$ cat src/rtl/loader_pkg.sv
// -----------------------------------------------------------------------------
// loader_pkg
// Shared definitions for the byte-stream instruction loader:
//   - state_e           : loader FSM state encoding
//   - BYTES_PER_WORD    : bytes assembled into one instruction word
//   - MAX_WORDS_DEFAULT : default word capacity of the instruction memory
// -----------------------------------------------------------------------------
package loader_pkg;

  localparam int BYTES_PER_WORD    = 4;
  localparam int MAX_WORDS_DEFAULT = 10;

  typedef enum logic [2:0] {
    IDLE,
    HDR,
    DATA,
    WRITE,
    CSUM,
    DONE,
    ERR
  } state_e;

endpackage

$ cat src/rtl/instr_loader_word_assembler.sv
// -----------------------------------------------------------------------------
// word_assembler
// Packs stream bytes MSB-first into a 32-bit word and keeps a running XOR of
// every byte shifted in.
// Ports:
//   clk, reset    : clock, asynchronous active-low reset
//   clear_i       : zero the byte index, word register and checksum
//   shift_i       : accept byte_i into the word and the checksum
//   byte_i        : incoming stream byte
//   word_full_o   : the byte being shifted this cycle completes a word
//   word_next_o   : word value including byte_i (valid while word_full_o)
//   csum_o        : XOR of all bytes shifted since the last clear
// -----------------------------------------------------------------------------
module word_assembler
  import loader_pkg::*;
(
  input  logic        clk,
  input  logic        reset,
  input  logic        clear_i,
  input  logic        shift_i,
  input  logic [7:0]  byte_i,
  output logic        word_full_o,
  output logic [31:0] word_next_o,
  output logic [7:0]  csum_o
);

  localparam int IDX_W = $clog2(BYTES_PER_WORD);

  logic [IDX_W-1:0] byte_idx_q, byte_idx_d;
  logic [31:0]      word_q, word_d;
  logic [7:0]       csum_q, csum_d;

  // The completed word is presented combinationally so the top can register
  // it into wr_data on the same edge that accepts the last byte.
  assign word_next_o = {word_q[23:0], byte_i};
  assign word_full_o = shift_i && (byte_idx_q == IDX_W'(BYTES_PER_WORD - 1));
  assign csum_o      = csum_q;

  always_comb begin
    // NOTE: every variable gets a default first, so no path leaves it
    // unassigned and no latch is inferred.
    byte_idx_d = byte_idx_q;
    word_d     = word_q;
    csum_d     = csum_q;
    if (clear_i) begin
      byte_idx_d = '0;
      word_d     = '0;
      csum_d     = '0;
    end else if (shift_i) begin
      byte_idx_d = byte_idx_q + 1'b1;   // wraps modulo BYTES_PER_WORD
      word_d     = word_next_o;
      csum_d     = csum_q ^ byte_i;
    end
  end

  always_ff @(posedge clk or negedge reset) begin
    // NOTE: sequential state uses non-blocking assignments so every register
    // samples pre-edge values regardless of statement order.
    if (!reset) begin
      byte_idx_q <= '0;
      word_q     <= '0;
      csum_q     <= '0;
    end else begin
      byte_idx_q <= byte_idx_d;
      word_q     <= word_d;
      csum_q     <= csum_d;
    end
  end

endmodule

$ cat src/rtl/instr_loader.sv
// -----------------------------------------------------------------------------
// instr_loader
// Boot loader: receives a framed byte stream (count N, 4*N data bytes MSB
// first, XOR checksum), writes each assembled word into the instruction
// memory and releases the CPU only after a frame with a good checksum.
// Ports:
//   clk, reset  : clock, asynchronous active-low reset
//   in_data     : stream byte            in_valid : in_data valid
//   in_ready    : loader accepts a byte (transfer when in_valid && in_ready)
//   start       : re-arm pulse, honoured only in DONE or ERR
//   wr_en       : one-cycle memory write strobe
//   wr_addr     : byte address of the word (multiple of 4)
//   wr_data     : word, [31:24] at wr_addr, [7:0] at wr_addr+3
//   cpu_hold    : 1 keeps the CPU and PC in reset
//   load_done   : frame loaded with a good checksum
//   load_err    : frame rejected (oversize or bad checksum)
// All outputs are registered; their next values are decoded from the next
// state so they line up with the state register.
// -----------------------------------------------------------------------------
module instr_loader
  import loader_pkg::*;
#(
  parameter int MAX_WORDS = MAX_WORDS_DEFAULT,
  parameter int AW        = 32
) (
  input  logic          clk,
  input  logic          reset,
  input  logic [7:0]    in_data,
  input  logic          in_valid,
  output logic          in_ready,
  input  logic          start,
  output logic          wr_en,
  output logic [AW-1:0] wr_addr,
  output logic [31:0]   wr_data,
  output logic          cpu_hold,
  output logic          load_done,
  output logic          load_err
);

  localparam logic [7:0] MAX_N = 8'(MAX_WORDS);

  state_e        state_q, state_d;
  logic [7:0]    n_q, n_d;
  logic [7:0]    word_idx_q, word_idx_d;

  logic          in_ready_q, in_ready_d;
  logic          wr_en_q, wr_en_d;
  logic [AW-1:0] wr_addr_q, wr_addr_d;
  logic [31:0]   wr_data_q, wr_data_d;
  logic          cpu_hold_q, cpu_hold_d;
  logic          load_done_q, load_done_d;
  logic          load_err_q, load_err_d;

  logic          transfer;
  logic          asm_clear, asm_shift;
  logic          word_full;
  logic [31:0]   word_next;
  logic [7:0]    csum;

  assign transfer = in_valid && in_ready_q;

  word_assembler u_asm (
    .clk         (clk),
    .reset       (reset),
    .clear_i     (asm_clear),
    .shift_i     (asm_shift),
    .byte_i      (in_data),
    .word_full_o (word_full),
    .word_next_o (word_next),
    .csum_o      (csum)
  );

  // State register (with the frame counters and registered outputs).
  always_ff @(posedge clk or negedge reset) begin
    if (!reset) begin
      state_q     <= IDLE;
      n_q         <= '0;
      word_idx_q  <= '0;
      in_ready_q  <= 1'b0;
      wr_en_q     <= 1'b0;
      wr_addr_q   <= '0;
      wr_data_q   <= '0;
      cpu_hold_q  <= 1'b1;
      load_done_q <= 1'b0;
      load_err_q  <= 1'b0;
    end else begin
      state_q     <= state_d;
      n_q         <= n_d;
      word_idx_q  <= word_idx_d;
      in_ready_q  <= in_ready_d;
      wr_en_q     <= wr_en_d;
      wr_addr_q   <= wr_addr_d;
      wr_data_q   <= wr_data_d;
      cpu_hold_q  <= cpu_hold_d;
      load_done_q <= load_done_d;
      load_err_q  <= load_err_d;
    end
  end

  // Next-state logic.
  always_comb begin
    state_d    = state_q;
    n_d        = n_q;
    word_idx_d = word_idx_q;
    asm_clear  = 1'b0;
    asm_shift  = 1'b0;
    unique case (state_q)
      IDLE: state_d = HDR;
      HDR: begin
        if (transfer) begin
          n_d        = in_data;
          word_idx_d = '0;
          asm_clear  = 1'b1;
          if (in_data > MAX_N)        state_d = ERR;
          else if (in_data == 8'd0)   state_d = CSUM;
          else                        state_d = DATA;
        end
      end
      DATA: begin
        if (transfer) begin
          asm_shift = 1'b1;
          if (word_full) state_d = WRITE;
        end
      end
      WRITE: begin
        word_idx_d = word_idx_q + 8'd1;
        state_d    = (word_idx_q + 8'd1 == n_q) ? CSUM : DATA;
      end
      CSUM: begin
        // The checksum byte itself is compared, never accumulated.
        if (transfer) state_d = (in_data == csum) ? DONE : ERR;
      end
      DONE, ERR: begin
        if (start) state_d = HDR;
      end
      default: state_d = IDLE;
    endcase
  end

  // Output decode from the next state, registered in the state process.
  always_comb begin
    in_ready_d  = (state_d == HDR) || (state_d == DATA) || (state_d == CSUM);
    wr_en_d     = (state_d == WRITE);
    wr_addr_d   = wr_addr_q;
    wr_data_d   = wr_data_q;
    cpu_hold_d  = (state_d != DONE);
    load_done_d = (state_d == DONE);
    load_err_d  = (state_d == ERR);
    if (state_d == WRITE) begin
      // word_idx_q still holds the index of the word being completed.
      wr_addr_d = AW'({word_idx_q, 2'b00});
      wr_data_d = word_next;
    end
  end

  assign in_ready  = in_ready_q;
  assign wr_en     = wr_en_q;
  assign wr_addr   = wr_addr_q;
  assign wr_data   = wr_data_q;
  assign cpu_hold  = cpu_hold_q;
  assign load_done = load_done_q;
  assign load_err  = load_err_q;

endmodule

$ cat config.mk
export PLATFORM = sky130hd
export DESIGN_NAME = instr_loader
export DESIGN_NICKNAME = d
export VERILOG_FILES = /design/src/rtl/loader_pkg.sv /design/src/rtl/instr_loader_word_assembler.sv /design/src/rtl/instr_loader.sv
export SDC_FILE = /design/constraint.sdc
export NUM_CORES = 1
export LEC_CHECK = 0
export ABC_AREA = 1
export CORE_ASPECT_RATIO = 1.75
export CORE_MARGIN = 2
export CORE_UTILIZATION = 49
export CTS_BUF_LIST = sky130_fd_sc_hd__clkbuf_16
export DETAILED_ROUTE_END_ITERATION = 7
export PLACE_DENSITY = 0.84
export SLEW_MARGIN = 10
export SYNTH_ARGS = -nofsm -noshare
export SYNTH_HDL_FRONTEND = slang
export SYNTH_SLANG_ARGS = --single-unit
$ cat constraint.sdc
create_clock -name clk -period 4.25 [get_ports clk]
set_input_delay 0.6375 -clock clk [delete_from_list [all_inputs] [get_ports clk]]
set_output_delay 0.6375 -clock clk [all_outputs]
set_load 0.01 [all_outputs]
==> results.cfg, run 1 <==
[sta]
finalSetupTns_ns = 0
post_route_skew_ns = 0.00576
post-route-min-period_ns = 3.11
tightest_slew_ns = 0.993
final-hold-violation-count = 0
final.hold.worst_slack_ns = 0.408
finalSetupViolCount = 0
period_share_pct = 73.3
timing.max_slew.rel_slack_pct = 33.6
max_freq_ghz = 0.321
maxSlewViolCount = 0
rsz0062_at_grt = false

[critical_path]
critical_path_arrival_ns = 3.35
cp_max_fo = 32
reg2reg_slack_ns = 1.41
cp_data_required_time_ns = 4.49
path_class = in2reg
startpoint_class_of_the_critical_path = input port
critical_path.reg2reg.endpoint = u_asm.word_q[9]
cp-end-kind = flop
worst_r2r_path_depth = 7
worstReg2RegStart = state_q[1]

[final_layout]
post_layout_util_pct = 60.3
synthToLayoutAreaGrowth_pct = 20.5
fillers = 721
design.final.nets = 555
top_library_cells_by_usage_in_the_layout_fill_and_taps_aside = sky130_fd_sc_hd__nand2_1 (127), sky130_fd_sc_hd__dfrtp_1 (97), sky130_fd_sc_hd__inv_1 (67), sky130_fd_sc_hd__o21ai_0 (58), sky130_fd_sc_hd__clkdlybuf4s50_1 (55)
antenna_cells_inserted = 0
layout.cells.most_common = sky130_fd_sc_hd__nand2_1
layout-drive-gt1-share_pct = 4.58

[cts]
tritoncts_clock_tree = built
clockBufferDepth = 2
cts_root_buf = sky130_fd_sc_hd__clkbuf_16
htreeDepth = 3
cts-resized-gates = 0
clkLatencyLatePin_ns = 0.35
tritoncts.num_buffers = 9
post-cts-setup-buffers = 0
cts_hold_repair.buffers = 0
clk_pin_slew_worst_paths_ns = 0.07
cts_sinks = 98

[job]
max_cap_violations = 0

[yosys]
ys.flop_type = sky130_fd_sc_hd__dfrtp_1
yosys-top-cells-area = sky130_fd_sc_hd__dfrtp_1 (56%), sky130_fd_sc_hd__nand2_1 (11%), sky130_fd_sc_hd__o21ai_0 (6.7%)
netlist.area_leader.share_pct = 56.3
postSynthCellCount = 489
synth.distinct_cells = 27
async_flop_share_pct = 100
yosysTopAreaCell = sky130_fd_sc_hd__dfrtp_1
syn_area_um2 = 4310
synth_edf_count = 0
synth.yosys.seq_area_share_pct = 56.9
syn_avg_cell_area_um2 = 8.82
ys.warnings.count = 0
synth.ff_latch_count = 98

[global_route]
grt_usage_pct = 20.6
grt_start_max_net_pins = 74
first_global_vias = 3305
grt_antenna_before_repair = 0
grt_overflow = 0
grt_pass1_wl_mm = 15.2

[routing]
detail_route.vias_per_cell = 5.13
wire_per_inst_um = 13.8
detail_route.iter0.violations = 254
remaining_drc_errors = 0
drt-total-wl_mm = 9.14
detail-route-antenna-nets = 0
num_vias = 3402
dr.pass1.iters = 5

[place]
placement.io_buffers = 56
place.gp.congestion = 0.874
hpwlAfterDp_mm = 6.43

[worst_hold_path]
min-delay-path-class = in2async

[floorplanning]
io_pins = 81
design.core.area_um2 = 8610
chipHeight_um = 128
placementRows = 45
initial_core_util_pct = 50.1
die_area_um2 = 9600
die_width_um = 74.9

[power_and_ir_drop]
power_leakage_nw = 2.48
p_per_cell_area_nw_per_um2 = 674
maximum_vdd_drop_mv = 0.356
total_power_mw = 3.50

[status]
status = completed
[cell families (layout without fill, tap and decap cells)]
logic type,count (synthesis),count (layout),synth area share [%]
simple gates,177,177,16.7
buf+inv,107,141,11.5
compound gates,99,99,12.8
flops,98,98,56.9
xor+xnor,5,5,1.33
fa+ha+maj,2,2,0.580
other cells,1,24,0.0870
[metal layers]
layer	track usage, %	vias to the layer above	routed length [um]
li1	-	1633	-
met1	24.6	1628	3590
met2	34.6	115	4830
met3	3.54	26	389
met4	10.6	0	327
met5	0	-	0
[worst max path at each step]
stage / cells past startpoint / to / start
floorplan: 11 / in_ready / word_idx_q[0]
global placement: 6 / u_asm.word_q[8] / in_valid
detailed placement: 6 / u_asm.word_q[9] / in_valid
global route: 6 / u_asm.word_q[8] / in_valid
finish: 6 / u_asm.word_q[9] / in_valid
CTS: 6 / u_asm.word_q[9] / in_valid
[area by class of cell]
type	count	area [um^2]	area share [%]
flip-flops and latches	98	2450	47.2
multi-input cells	307	1450	27.9
repair buffers	58	573	11.0
inverters	67	251	4.84
clock buffers	9	225	4.33
well taps	117	146	2.82
clock inverters	7	98.8	1.90
[stage by stage]
stage,setup WS (ns),std cells,instance area (um^2)
after floorplan,2.56,512,4400
after global placement,0.986,647,4870
after detailed placement,0.812,647,4870
after CTS,1.20,663,5200
after global routing,0.835,663,5200
final,1.14,663,5200
[worst max-delay path, stage by stage]
cell and delay, ns:
sky130_fd_sc_hd__clkdlybuf4s50_1 0.41, sky130_fd_sc_hd__nand2_1 0.17, sky130_fd_sc_hd__nor2_2 0.12, sky130_fd_sc_hd__inv_1 0.69, sky130_fd_sc_hd__nand2_1 0.86, sky130_fd_sc_hd__o21ai_0 0.45
[synthesized netlist by cell type, types with 2 or more instances]
master                       n
sky130_fd_sc_hd__a21oi_1     4
sky130_fd_sc_hd__buf_2       4
sky130_fd_sc_hd__buf_4      24
sky130_fd_sc_hd__clkbuf_1   12
sky130_fd_sc_hd__dfrtp_1    97
sky130_fd_sc_hd__ha_1        2
sky130_fd_sc_hd__inv_1      67
sky130_fd_sc_hd__nand2_1   127
sky130_fd_sc_hd__nand3_1    21
sky130_fd_sc_hd__nand3b_1    2
sky130_fd_sc_hd__nand4_1     4
sky130_fd_sc_hd__nor2_1     19
sky130_fd_sc_hd__o21ai_0    58
sky130_fd_sc_hd__o21ai_2     2
sky130_fd_sc_hd__o22ai_1    31
sky130_fd_sc_hd__o32ai_1     2
sky130_fd_sc_hd__xor2_1      3
[power breakdown]
part | switching [mW] | internal [mW] | total [mW]
logic | 0.684 | 0.500 | 1.18
clock network | 0.355 | 0.519 | 0.874
registers | 0.193 | 1.25 | 1.45
total | 1.23 | 2.27 | 3.50
[registers in the layout, indices dropped and copies added, names as in the netlist]
name              cells
wr_en                 1
in_ready              1
load_err              1
u_asm.csum_o          8
wr_data              32
n_q                   8
load_done             1
word_idx_q            8
cpu_hold              1
u_asm.word_q         24
wr_addr               8
state_q               3
u_asm.byte_idx_q      2
No activity file was read; power rests on OpenSTA's default activity.
==> run 2: changes to the inputs <==
Clock period 4.25 ns to 2.9 ns, I/O delays scaled along.
==> results.cfg, run 2 (same netlist as run 1, synthesis figures left out) <==
[status]
status = completed

[critical_path]
cp_max_stage_cell = sky130_fd_sc_hd__dfrtp_1
reg2reg_slack_ns = 0.81
cp-end-kind = flop
critPathMostFrequentCell = sky130_fd_sc_hd__nand2_1
critical_path.reg2reg.endpoint = in_ready
cp_max_fo = 6
startpoint_class_of_the_critical_path = flop
worst_r2r_path_depth = 11
critical_path_arrival_ns = 2.32
path_class = reg2reg
cp_data_required_time_ns = 3.13
worst_path_largest_cell_delay_ns = 0.45
worstReg2RegStart = word_idx_q[0]
critical_path.cell_chain = ha_1 -> xnor2_1 -> nand2_1 -> nor2_1 -> nand2_1 -> nor2_1 -> nand3_1 -> o21ai_2 -> nor2_1 -> nand2_1 -> nand2_1

[power_and_ir_drop]
pwr-share-seq_pct = 42.3
switching_share_pct = 36.0
total_power_mw = 5.06
power_leakage_nw = 2.50
power.internal_mw = 3.24
part_of_the_power_in_the_clock_network_pct = 22.2
p_sw_mw = 1.82
p_per_cell_area_nw_per_um2 = 974
comb_power_share_pct = 35.5
maximum_vdd_drop_mv = 0.660

[routing]
drt-met1-wl_mm = 3.61
highest-signal-layer = met4
dr.pass1.iters = 4
detail_route.vias_per_cell = 5.25
remaining_drc_errors = 0
detail_route.iter0.violations = 225
routed-wl-met2_mm = 5.28
num_vias = 3501
detail-route-antenna-nets = 0
drt-total-wl_mm = 9.72
detailroute.wirelength.met3_um = 542
wire_per_inst_um = 14.6

[sta]
period_share_pct = 72.1
post_route_skew_ns = 0.00472
finalSetupViolCount = 0
rsz0062_at_grt = false
tightest_slew_ns = 0.578
max_freq_ghz = 0.478
final.hold.worst_slack_ns = 0.0967
timing.max_slew.rel_slack_pct = 61.3
finalSetupTns_ns = 0
final-hold-violation-count = 0
maxSlewViolCount = 0
post-route-min-period_ns = 2.09

[worst_hold_path]
min-delay-path-class = in2async

[final_layout]
seqCellArea_um2 = 2450
fillers = 713
antenna_cells_inserted = 0
top_library_cells_by_usage_in_the_layout_fill_and_taps_aside = sky130_fd_sc_hd__nand2_1 (127), sky130_fd_sc_hd__dfrtp_1 (97), sky130_fd_sc_hd__inv_1 (71), sky130_fd_sc_hd__o21ai_0 (58), sky130_fd_sc_hd__clkdlybuf4s50_1 (55)
largest_register_ffs = 32
design.final.nets = 559
layout-drive-gt1-share_pct = 4.55
synthToLayoutAreaGrowth_pct = 20.5
area_taken_by_multi_input_logic_gates_um2 = 1450
instances_no_fill = 667
layout.cells.most_common = sky130_fd_sc_hd__nand2_1

[place]
place.gp.congestion = 0.914
dp_cells = 651
placement.io_buffers = 56
hpwlAfterDp_mm = 6.95

[global_route]
grt_overflow = 0
first_global_vias = 3426
grt_start_max_net_pins = 54
grt_usage_pct = 22.3
grt_antenna_before_repair = 0
grt_pass1_wl_mm = 16.2

[cts]
cts_hold_repair.buffers = 0
post-cts-setup-buffers = 0
cts-resized-gates = 0
cts_root_buf = sky130_fd_sc_hd__clkbuf_16
htreeDepth = 3
clockBufferDepth = 2
tritoncts.num_buffers = 9
clk_pin_slew_worst_paths_ns = 0.06
tritoncts_clock_tree = built
clkLatencyLatePin_ns = 0.34
cts_sinks = 98

[floorplanning]
die_area_um2 = 9600
chipHeight_um = 128
io_pins = 81
placementRows = 45
initial_core_util_pct = 50.1
die_width_um = 74.9
design.core.area_um2 = 8610

[job]
max_cap_violations = 0
run 2: cell types whose count changed in the layout (fill, tap and decap cells not counted), sizes merged:
| cell | change |
|---|---|
| buf | +4 |
| bufinv | -1 |
| clkinvlp | -1 |
| inv | +2 |
run 2: stage by stage:
stage / utilization [%] / instance area [um^2] / setup slack, ns
after CTS: 60.3 / 5190 / 0.825
after global routing: 60.3 / 5190 / 0.682
after floorplan: - / 4400 / 1.21
after detailed placement: 57.1 / 4910 / 0.680
after global placement: 57.1 / 4910 / 0.724
final: 60.3 / 5190 / 0.809
run 2: cell type report:
type / count / area share [%]
Tap cell: 117 / 2.82
Sequential cell: 98 / 47.2
Timing Repair Buffer: 62 / 11.8
Clock inverter: 7 / 1.06
Clock buffer: 9 / 4.34
Multi-Input combinational cell: 307 / 27.9
Inverter: 67 / 4.84
run 2: per-layer routing:
layer / track usage, % / vias up
met5: 0 / -
met4: 10.3 / 0
met3: 6.37 / 38
met2: 36.8 / 151
met1: 26.2 / 1675
li1: - / 1637
run 2: worst max-delay path by stage:
stage	start	endpoint	cells past startpoint
6_report	word_idx_q[0]	in_ready	11
5_1_grt	word_idx_q[0]	load_err	10
2_1_floorplan	word_idx_q[0]	in_ready	11
3_3_place_gp	in_valid	in_ready	9
3_5_place_dp	in_valid	in_ready	9
4_1_cts	word_idx_q[0]	load_err	10
run 2: power groups by stage:
stage | Sequential, mW | Clock (mW) | Combinational, mW
floorplan | 2.16 | 0 | 1.05
global placement | 2.12 | 0 | 1.69
detailed placement | 2.15 | 0 | 1.77
CTS | 2.13 | 1.14 | 1.80
global route | 2.19 | 1.20 | 2.01
finish | 2.14 | 1.12 | 1.80
run 2: critical path: cells and delay by family, from the launching register on:
| family | cells | cell delay [ns] |
|---|---|---|
| XOR/XNOR | 1 | 0.17 |
| AO/OA/AOI/OAI | 1 | 0.26 |
| AND/OR/NAND/NOR | 8 | 0.74 |
| flip-flops | 1 | 0.45 |
| adder cells (fa/ha/maj) | 1 | 0.36 |
==> run 3: changes to the inputs <==
Clock period 2.9 ns to 2 ns, I/O delays scaled along.
==> results.cfg, run 3 (same netlist as run 1, synthesis figures left out) <==
[global_route]
first_global_vias = 3382
grt_start_max_net_pins = 47
grt_antenna_before_repair = 0
grt_usage_pct = 21.1
grt_pass1_wl_mm = 15.5
grt_overflow = 0

[final_layout]
top_library_cells_by_usage_in_the_layout_fill_and_taps_aside = sky130_fd_sc_hd__nand2_1 (126), sky130_fd_sc_hd__dfrtp_1 (97), sky130_fd_sc_hd__inv_1 (69), sky130_fd_sc_hd__o21ai_0 (58), sky130_fd_sc_hd__clkdlybuf4s50_1 (55)
finish.instance_area_um2 = 5370
layout-drive-gt1-share_pct = 7.46
antenna_cells_inserted = 0
largest_register_ffs = 32
design.final.nets = 572
instances_no_fill = 680
layout.cells.most_common = sky130_fd_sc_hd__nand2_1
post_layout_util_pct = 62.3
synthToLayoutAreaGrowth_pct = 24.4

[sta]
final.hold.worst_slack_ns = 0.407
maxSlewViolCount = 0
final-hold-violation-count = 0
period_share_pct = 92.5
max_freq_ghz = 0.541
post-route-min-period_ns = 1.85
post_route_skew_ns = 0.00541
finalSetupViolCount = 0

[cts]
cts_root_buf = sky130_fd_sc_hd__clkbuf_16
clk_pin_slew_worst_paths_ns = 0.06
post-cts-setup-buffers = 0
tritoncts_clock_tree = built
clockBufferDepth = 2
tritoncts.num_buffers = 9
cts_sinks = 98
htreeDepth = 3
clkLatencyLatePin_ns = 0.34

[place]
hpwlAfterDp_mm = 6.74
placed_area_um2 = 5020
placement.io_buffers = 56
dp_cells = 663
place.gp.congestion = 0.887

[floorplanning]
die_width_um = 74.9
io_pins = 81
die_area_um2 = 9600
design.core.area_um2 = 8610
placementRows = 45
chipHeight_um = 128
initial_core_util_pct = 50.1

[routing]
drt-total-wl_mm = 9.49
wire_per_inst_um = 14.0
num_vias = 3474
detail_route.iter0.violations = 185
detail-route-antenna-nets = 0
remaining_drc_errors = 0
detail_route.vias_per_cell = 5.11
dr.pass1.iters = 5

[power_and_ir_drop]
p_per_cell_area_nw_per_um2 = 1420
maximum_vdd_drop_mv = 0.788
power_leakage_nw = 2.58
total_power_mw = 7.62

[worst_hold_path]
min-delay-path-class = in2async

[critical_path]
cp_num_cells = 11
path_class = reg2reg
critPathTopFamily = simple AND/OR/NAND/NOR gates
startpoint_class_of_the_critical_path = flop
worst_path_largest_cell_delay_ns = 0.38
cp_max_fo = 5
worst_r2r_path_depth = 11
worst-path-buf-inv = 0
cp_max_stage_cell = sky130_fd_sc_hd__dfrtp_1
cp-end-kind = flop
critPathMostFrequentCell = sky130_fd_sc_hd__nand2_1
cp_data_required_time_ns = 2.23
critical_path.cell_chain = ha_1 -> xnor2_2 -> nand2_1 -> nor2_1 -> nand2_1 -> nor2_1 -> nand3_2 -> o21ai_4 -> nor2_1 -> nand2_1 -> nand2_1
critical_path_arrival_ns = 2.08

[job]
max_cap_violations = 0

[status]
status = completed
run 3: changes by cell type in the layout (fill, tap and decap cells not counted), moves of 2 or more:
cell / previous run / this run
sky130_fd_sc_hd__buf_4: 6 / 17
sky130_fd_sc_hd__inv_1: 71 / 69
sky130_fd_sc_hd__nand3_1: 21 / 19
sky130_fd_sc_hd__nand3_2: 0 / 2
run 3: timing repair:
action	4_1_cts	5_1_grt
setup endpoints to repair	0	3
hold buffers	1	0
gates resized for setup	0	5
hold endpoints to repair	25	0
run 3: power breakdown:
group          switching (mW)  total (mW)  leakage [nW]  internal [mW]
clock network           0.708        1.79         0.160           1.08
registers               0.407        3.07          1.31           2.66
logic                    1.54        2.76          1.11           1.22
run 3: path summary, 6_finish.rpt:
check / start / end / slack [ns]
worst max-delay path: word_idx_q[0] / in_ready / 0.15
worst min-delay path: reset / wr_data[20] / 0.41
worst max register to register: word_idx_q[0] / in_ready / 0.15
worst min register to register: wr_data[9] / wr_data[9] / 0.48
max in group asynchronous: reset / cpu_hold / 0.88
min in group clk: wr_data[9] / wr_data[9] / 0.48
run 3: metrics by stage:
stage	TNS, ns	worst slack (ns)
CTS	0	0.136
detailed placement	0	0.0217
global route	-0.0300	-0.0300
floorplan	0	0.314
finish	0	0.151
global placement	0	0.0604
run 3: metal layers:
layer | track usage [%] | vias up | share of wire, %
met2 | 35.3 | 141 | 53
met4 | 10.9 | 0 | 3.6
met3 | 3.77 | 25 | 4.9
li1 | - | 1663 | -
met5 | 0 | - | 0
met1 | 25.3 | 1645 | 38
run 3: layout make-up:
| type | count | area [um^2] |
|---|---|---|
| well taps | 117 | 146 |
| multi-input cells | 307 | 1480 |
| clock inverters | 7 | 85.1 |
| flip-flops and latches | 98 | 2450 |
| fillers | 720 | 3250 |
| repair buffers | 75 | 728 |
| clock buffers | 9 | 225 |
| inverters | 67 | 251 |
